==> src/rtl/uart_rx_ovs.sv <==
// Single-clock UART receiver: 2-flop input sync, internal oversample tick,
// mid-bit sampling with start-glitch rejection, parity/framing/overrun flags, valid/ready out.
module uart_rx_ovs #(
  parameter int DATA_BITS  = 8,
  parameter int OVERSAMPLE = 16,
  parameter int CLK_DIV    = 27,
  parameter int PARITY_EN  = 0,
  parameter int PARITY_ODD = 0,
  parameter int STOP_BITS  = 1
) (
  input  logic                 sys_clk,
  input  logic                 rst,
  input  logic                 rx_data_in,
  input  logic                 rx_ready,
  output logic [DATA_BITS-1:0] rx_dout,
  output logic                 rx_valid,
  output logic                 parity_err,
  output logic                 frame_err,
  output logic                 overrun_err,
  output logic                 rx_busy
);

  localparam int DIV_W = (CLK_DIV > 1) ? $clog2(CLK_DIV) : 1;
  localparam int SC_W  = $clog2(OVERSAMPLE);
  localparam int BC_W  = $clog2(DATA_BITS);

  localparam logic [DIV_W-1:0] DIV_LAST  = DIV_W'(CLK_DIV - 1);
  localparam logic [SC_W-1:0]  SC_MID    = SC_W'(OVERSAMPLE / 2 - 1);
  localparam logic [SC_W-1:0]  SC_LAST   = SC_W'(OVERSAMPLE - 1);
  localparam logic [BC_W-1:0]  BC_DLAST  = BC_W'(DATA_BITS - 1);
  localparam logic [BC_W-1:0]  BC_SLAST  = BC_W'(STOP_BITS - 1);

  typedef enum logic [2:0] {S_IDLE, S_START, S_DATA, S_PARITY, S_STOP} state_t;

  state_t               state_q, state_d;
  logic                 rx_meta, rxs, rxs_d;
  logic [DIV_W-1:0]     div_cnt;
  logic [SC_W-1:0]      scnt;
  logic [BC_W-1:0]      bcnt;
  logic [DATA_BITS-1:0] sh;
  logic                 pe_acc, fe_acc, fe_now;
  logic                 tick;
  logic                 div_clr, scnt_clr, bcnt_clr, bcnt_inc;
  logic                 frm_init, shift_en, par_smp, stop_smp, done;

  // Sync stages reset to 1 so reset looks like an idle line, not a start edge.
  always_ff @(posedge sys_clk or posedge rst) begin
    if (rst) begin
      rx_meta <= 1'b1;
      rxs     <= 1'b1;
      rxs_d   <= 1'b1;
    end else begin
      rx_meta <= rx_data_in;
      rxs     <= rx_meta;
      rxs_d   <= rxs;
    end
  end

  assign tick = (div_cnt == DIV_LAST);

  always_ff @(posedge sys_clk or posedge rst) begin
    if (rst)          div_cnt <= '0;
    else if (div_clr) div_cnt <= '0;
    else if (tick)    div_cnt <= '0;
    else              div_cnt <= div_cnt + 1'b1;
  end

  always_ff @(posedge sys_clk or posedge rst) begin
    if (rst) state_q <= S_IDLE;
    else     state_q <= state_d;
  end

  always_comb begin
    state_d  = state_q;
    div_clr  = 1'b0;
    scnt_clr = 1'b0;
    bcnt_clr = 1'b0;
    bcnt_inc = 1'b0;
    frm_init = 1'b0;
    shift_en = 1'b0;
    par_smp  = 1'b0;
    stop_smp = 1'b0;
    done     = 1'b0;
    case (state_q)
      // Only a 1->0 transition starts a frame; a held-low line never retriggers.
      S_IDLE: begin
        if (rxs_d && !rxs) begin
          state_d  = S_START;
          div_clr  = 1'b1;
          scnt_clr = 1'b1;
        end
      end
      S_START: begin
        if (tick && scnt == SC_MID) begin
          scnt_clr = 1'b1;
          bcnt_clr = 1'b1;
          frm_init = !rxs;
          state_d  = rxs ? S_IDLE : S_DATA;
        end
      end
      S_DATA: begin
        if (tick && scnt == SC_LAST) begin
          scnt_clr = 1'b1;
          shift_en = 1'b1;
          bcnt_inc = 1'b1;
          if (bcnt == BC_DLAST) begin
            bcnt_clr = 1'b1;
            state_d  = (PARITY_EN != 0) ? S_PARITY : S_STOP;
          end
        end
      end
      S_PARITY: begin
        if (tick && scnt == SC_LAST) begin
          scnt_clr = 1'b1;
          bcnt_clr = 1'b1;
          par_smp  = 1'b1;
          state_d  = S_STOP;
        end
      end
      S_STOP: begin
        if (tick && scnt == SC_LAST) begin
          scnt_clr = 1'b1;
          stop_smp = 1'b1;
          bcnt_inc = 1'b1;
          if (bcnt == BC_SLAST) begin
            done    = 1'b1;
            state_d = S_IDLE;
          end
        end
      end
      default: state_d = S_IDLE;
    endcase
  end

  always_ff @(posedge sys_clk or posedge rst) begin
    if (rst) begin
      scnt <= '0;
      bcnt <= '0;
    end else begin
      if (scnt_clr)                        scnt <= '0;
      else if (tick && state_q != S_IDLE)  scnt <= scnt + 1'b1;
      if (bcnt_clr)                        bcnt <= '0;
      else if (bcnt_inc)                   bcnt <= bcnt + 1'b1;
    end
  end

  // LSB arrives first, so shifting in from the top leaves it at bit 0.
  always_ff @(posedge sys_clk or posedge rst) begin
    if (rst) begin
      sh     <= '0;
      pe_acc <= 1'b0;
      fe_acc <= 1'b0;
    end else begin
      if (shift_en) sh <= {rxs, sh[DATA_BITS-1:1]};
      if (frm_init) begin
        pe_acc <= 1'b0;
        fe_acc <= 1'b0;
      end else begin
        if (par_smp)  pe_acc <= rxs ^ (^sh) ^ 1'(PARITY_ODD);
        if (stop_smp) fe_acc <= fe_acc | ~rxs;
      end
    end
  end

  // The completing stop sample is folded in the same cycle it is taken.
  assign fe_now = fe_acc | ~rxs;

  always_ff @(posedge sys_clk or posedge rst) begin
    if (rst) begin
      rx_dout     <= '0;
      rx_valid    <= 1'b0;
      parity_err  <= 1'b0;
      frame_err   <= 1'b0;
      overrun_err <= 1'b0;
    end else begin
      overrun_err <= done && rx_valid && !rx_ready;
      if (done && (!rx_valid || rx_ready)) begin
        rx_dout    <= sh;
        parity_err <= pe_acc & (PARITY_EN != 0);
        frame_err  <= fe_now;
        rx_valid   <= 1'b1;
      end else if (rx_valid && rx_ready) begin
        rx_valid <= 1'b0;
      end
    end
  end

  assign rx_busy = (state_q != S_IDLE);

endmodule

==> config.mk <==
export PLATFORM = sky130hd
export DESIGN_NAME = uart_rx_ovs
export DESIGN_NICKNAME = d
export VERILOG_FILES = /design/src/rtl/uart_rx_ovs.sv
export SDC_FILE = /design/constraint.sdc
export NUM_CORES = 1
export LEC_CHECK = 0
export ABC_CLOCK_PERIOD_IN_PS = 2250
export BUFFER_PORTS_ARGS = -buffer_cell sky130_fd_sc_hd__buf_2
export CORE_ASPECT_RATIO = 1.5
export CORE_MARGIN = 5
export CORE_UTILIZATION = 30
export DETAILED_ROUTE_END_ITERATION = 8
export PLACE_DENSITY_LB_ADDON = 0.3
export SLEW_MARGIN = 15
export SYNTH_ARGS = -nofsm -noshare
export SYNTH_HDL_FRONTEND = slang
export SYNTH_SLANG_ARGS = --single-unit
==> constraint.sdc <==
create_clock -name sys_clk -period 2.25 [get_ports sys_clk]
set_clock_uncertainty 0.15 [all_clocks]
set_input_delay 0.225 -clock sys_clk [delete_from_list [all_inputs] [get_ports sys_clk]]
set_output_delay 0.225 -clock sys_clk [all_outputs]
set_load 0.01 [all_outputs]
==> impl_metrics.env <==
export IMPL_clkPwrFrac_pct=31.6
export IMPL_crit_type="reg -> reg"
export IMPL_synth_fa_ha_area_share_pct=4.23
export IMPL_status="completed"
export IMPL_slowest_stage="or3_4"
export IMPL_ys_seq_area_share_pct=53.7
export IMPL_crit_chain="inv_1 > ha_1 > nand4b_4 > or3_4 > nor2_8 > mux2_2"
export IMPL_grt_pass1_wl_mm=5.93
export IMPL_rsz0062_at_grt="false"
export IMPL_netlist_area_um2=1780
export IMPL_irDropWorstVdd_uv=482
export IMPL_area_growth_pct=17.7
export IMPL_whs_ns=0.0981
export IMPL_placed_cell_area_um2=1980
export IMPL_grt_max_degree=39
export IMPL_fin_nets=187
export IMPL_clkLatencyLatePin_ns=0.28
export IMPL_setup_viol_count_final=0
export IMPL_cp_max_fo=9
export IMPL_fin_crit_sh_pct=90.2
export IMPL_syn_area_per_cell_um2=11.8
export IMPL_powerDensity_nw_per_um2=724
export IMPL_yosysTopAreaCellShare_pct=49.3
export IMPL_dp_hpwl_mm=2.45
export IMPL_syn_num_nets=160
export IMPL_viasPerCell=4.73
export IMPL_sw_frac_of_total_pct=27.6
export IMPL_intPower_mw=1.10
export IMPL_postCtsHoldBufs=2
export IMPL_postCtsSetupRepairBufs=0
export IMPL_p_sw_uw=417
export IMPL_final_area_um2=2090
export IMPL_cp_top_family="simple AND/OR/NAND/NOR gates"
export IMPL_routed_wl_mm=3.33
export IMPL_die_h_um=104
export IMPL_synthArstFlopShare_pct=100
export IMPL_synth_area_leader_cell="dfrtp_1"
export IMPL_grt_util_all_layers_pct=9.91
export IMPL_vias=1183
export IMPL_slew_viol_final=0
export IMPL_synth_compound_area_share_pct=5.49
export IMPL_synth_top_family_by_area="simple AND/OR/NAND/NOR gates"
export IMPL_first_iter_violations=15
export IMPL_drt_pass1_iter_count=4
export IMPL_num_rows=34
export IMPL_cp_buffers_inverters=1
export IMPL_initial_core_util_pct=30.7
export IMPL_synth_most_common_cell="dfrtp_1"
export IMPL_syn_inst=150
export IMPL_core_area_um2=5790
export IMPL_root_buffer="clkbuf_8"
export IMPL_setup_tns_final_ns=0
export IMPL_drv_cap=0
export IMPL_ys_warn_count=0
export IMPL_ios=17
export IMPL_htreeDepth=2
export IMPL_dominantRegCellSynth="dfrtp_1"
export IMPL_finalHoldViolCount=0
export IMPL_combinationalPowerShare_pct=14.0
export IMPL_crit_required_ns=2.27
export IMPL_finalPower_mw=1.51
export IMPL_grt_pass1_vias=1199
export IMPL_start_kind="register"
export IMPL_post_route_util_pct=36.2
export IMPL_die_area_um2=7590
export IMPL_clk_path_buf_depth=2
export IMPL_total_leakage_power_nw=1.04
export IMPL_cp_arrival_ns=2.05
export IMPL_synth_xor_area_share_pct=3.45
export IMPL_timing_fmax_mhz=493
export IMPL_path_clk_slew_ns=0.08
export IMPL_drive_gt1_share_pct=30.9
export IMPL_grt_overflow=0
export IMPL_synth_distinct_cells=38
export IMPL_die_w_um=72.8
export IMPL_n_antenna_cell=0
export IMPL_routedWlPerCell_um=13.3
export IMPL_ant_nets=0
export IMPL_worst_setup_path_end_kind="register"
export IMPL_synthTopCellsByCount="35 x dfrtp_1, 16 x mux2_2, 15 x nor2_1"
export IMPL_cts_sinks=38
export IMPL_cts_inserted_buffers=5
export IMPL_drcViolationCount=0
export IMPL_cts_resized_gates=0
export IMPL_synth_edff_count=0
export IMPL_cts_tree="done"
export IMPL_synthTopCellsByArea="dfrtp_1 49%, mux2_2 10%, dfstp_2 4.4%"
export IMPL_antenna_found_initial=0
export IMPL_io_buffers=15
export IMPL_sequentialPowerShare_pct=54.4
export IMPL_critPathMaxStageDelay_ns=0.42
export IMPL_synthMuxAreaShare_pct=12.5
export IMPL_synth_seq_cells=38
export IMPL_synth_simple_area_share_pct=17.5
export IMPL_min_path_type="in -> reg"
export IMPL_post_route_min_period_ns=2.03
export IMPL_routabilityCongestion=0.787
==> registers in the layout, indices dropped and copies added (netlist names) <==
register and flops:
rx_dout 8, sh 8, div_cnt 5, scnt 4, bcnt 3, state_q 3
fe_acc 1, frame_err 1, overrun_err 1, rx_meta 1, rx_valid 1, rxs 1
rxs_d 1
==> worst register-to-register path, cell delays in order, from the launching register on <==
cell and delay [ns]:
dfrtp_1 0.41, inv_1 0.07, ha_1 0.21, nand4b_4 0.11
or3_4 0.42, nor2_8 0.21, mux2_2 0.35
==> cell type report <==
type	instances	area [um2]
Fill cell	601	3690
Sequential cell	38	955
Multi-Input combinational cell	100	771
Timing Repair Buffer	25	155
Tap cell	72	90.1
Clock buffer	6	82.6
Inverter	7	26.3
Clock inverter	2	12.5
==> power by group through the flow <==
stage,Combinational [mW],Clock [mW],Sequential [mW]
6_report,0.213,0.478,0.823
3_3_place_gp,0.209,0,0.831
4_1_cts,0.217,0.496,0.823
5_1_grt,0.248,0.531,0.835
2_1_floorplan,0.173,0,0.815
3_5_place_dp,0.212,0,0.834
==> layout by cell type, fill, tap and decap left out, types with 6 or more instances in the layout <==
cell	n
clkbuf_8	6
mux2_2	16
dfrtp_1	35
buf_4	8
nand2b_1	7
nor2_1	15
ha_1	6
nand3_1	7
inv_1	7
buf_2	15
==> kinds of logic (layout without fill, tap and decap cells) <==
logic type      Yosys count  in the layout
other cells               1              1
mux                      20             20
fa+ha+maj                 6              6
compound gates           14             14
simple gates             52             52
xor+xnor                  7              7
buf+inv                  12             40
flops                    38             38
==> per-stage QoR <==
| step | cells | setup slack (ns) |
|---|---|---|
| finish | 250 | 0.221 |
| floorplan | 150 | 0.243 |
| global route | 250 | 0.110 |
| CTS | 250 | 0.202 |
| detailed placement | 240 | 0.206 |
| global placement | 240 | 0.226 |
==> metal layers <==
metal  vias up  global-route usage, %  part of all wire, %
met4         0                   3.96                  1.6
met2        25                   17.2                   56
li1        572                      -                    -
met5         -                      0                    0
met1       582                   11.6                   39
met3         4                   1.93                  3.0
==> final timing paths <==
| kind | from | end | slack [ns] | depth (start not counted) |
|---|---|---|---|---|
| worst max-delay path | div_cnt[0] | rx_dout[7] | 0.22 | 6 |
| worst min-delay path | rx_ready | overrun_err | 0.1 | 3 |
| worst max register to register | div_cnt[0] | rx_dout[7] | 0.22 | 6 |
| worst min register to register | rx_meta | rxs | 0.21 | 0 |
| max in group asynchronous | rst | rx_meta | 1.15 | 4 |
| min in group asynchronous | rst | fe_acc | 0.44 | 4 |
Power figures use the tool's default switching activity.
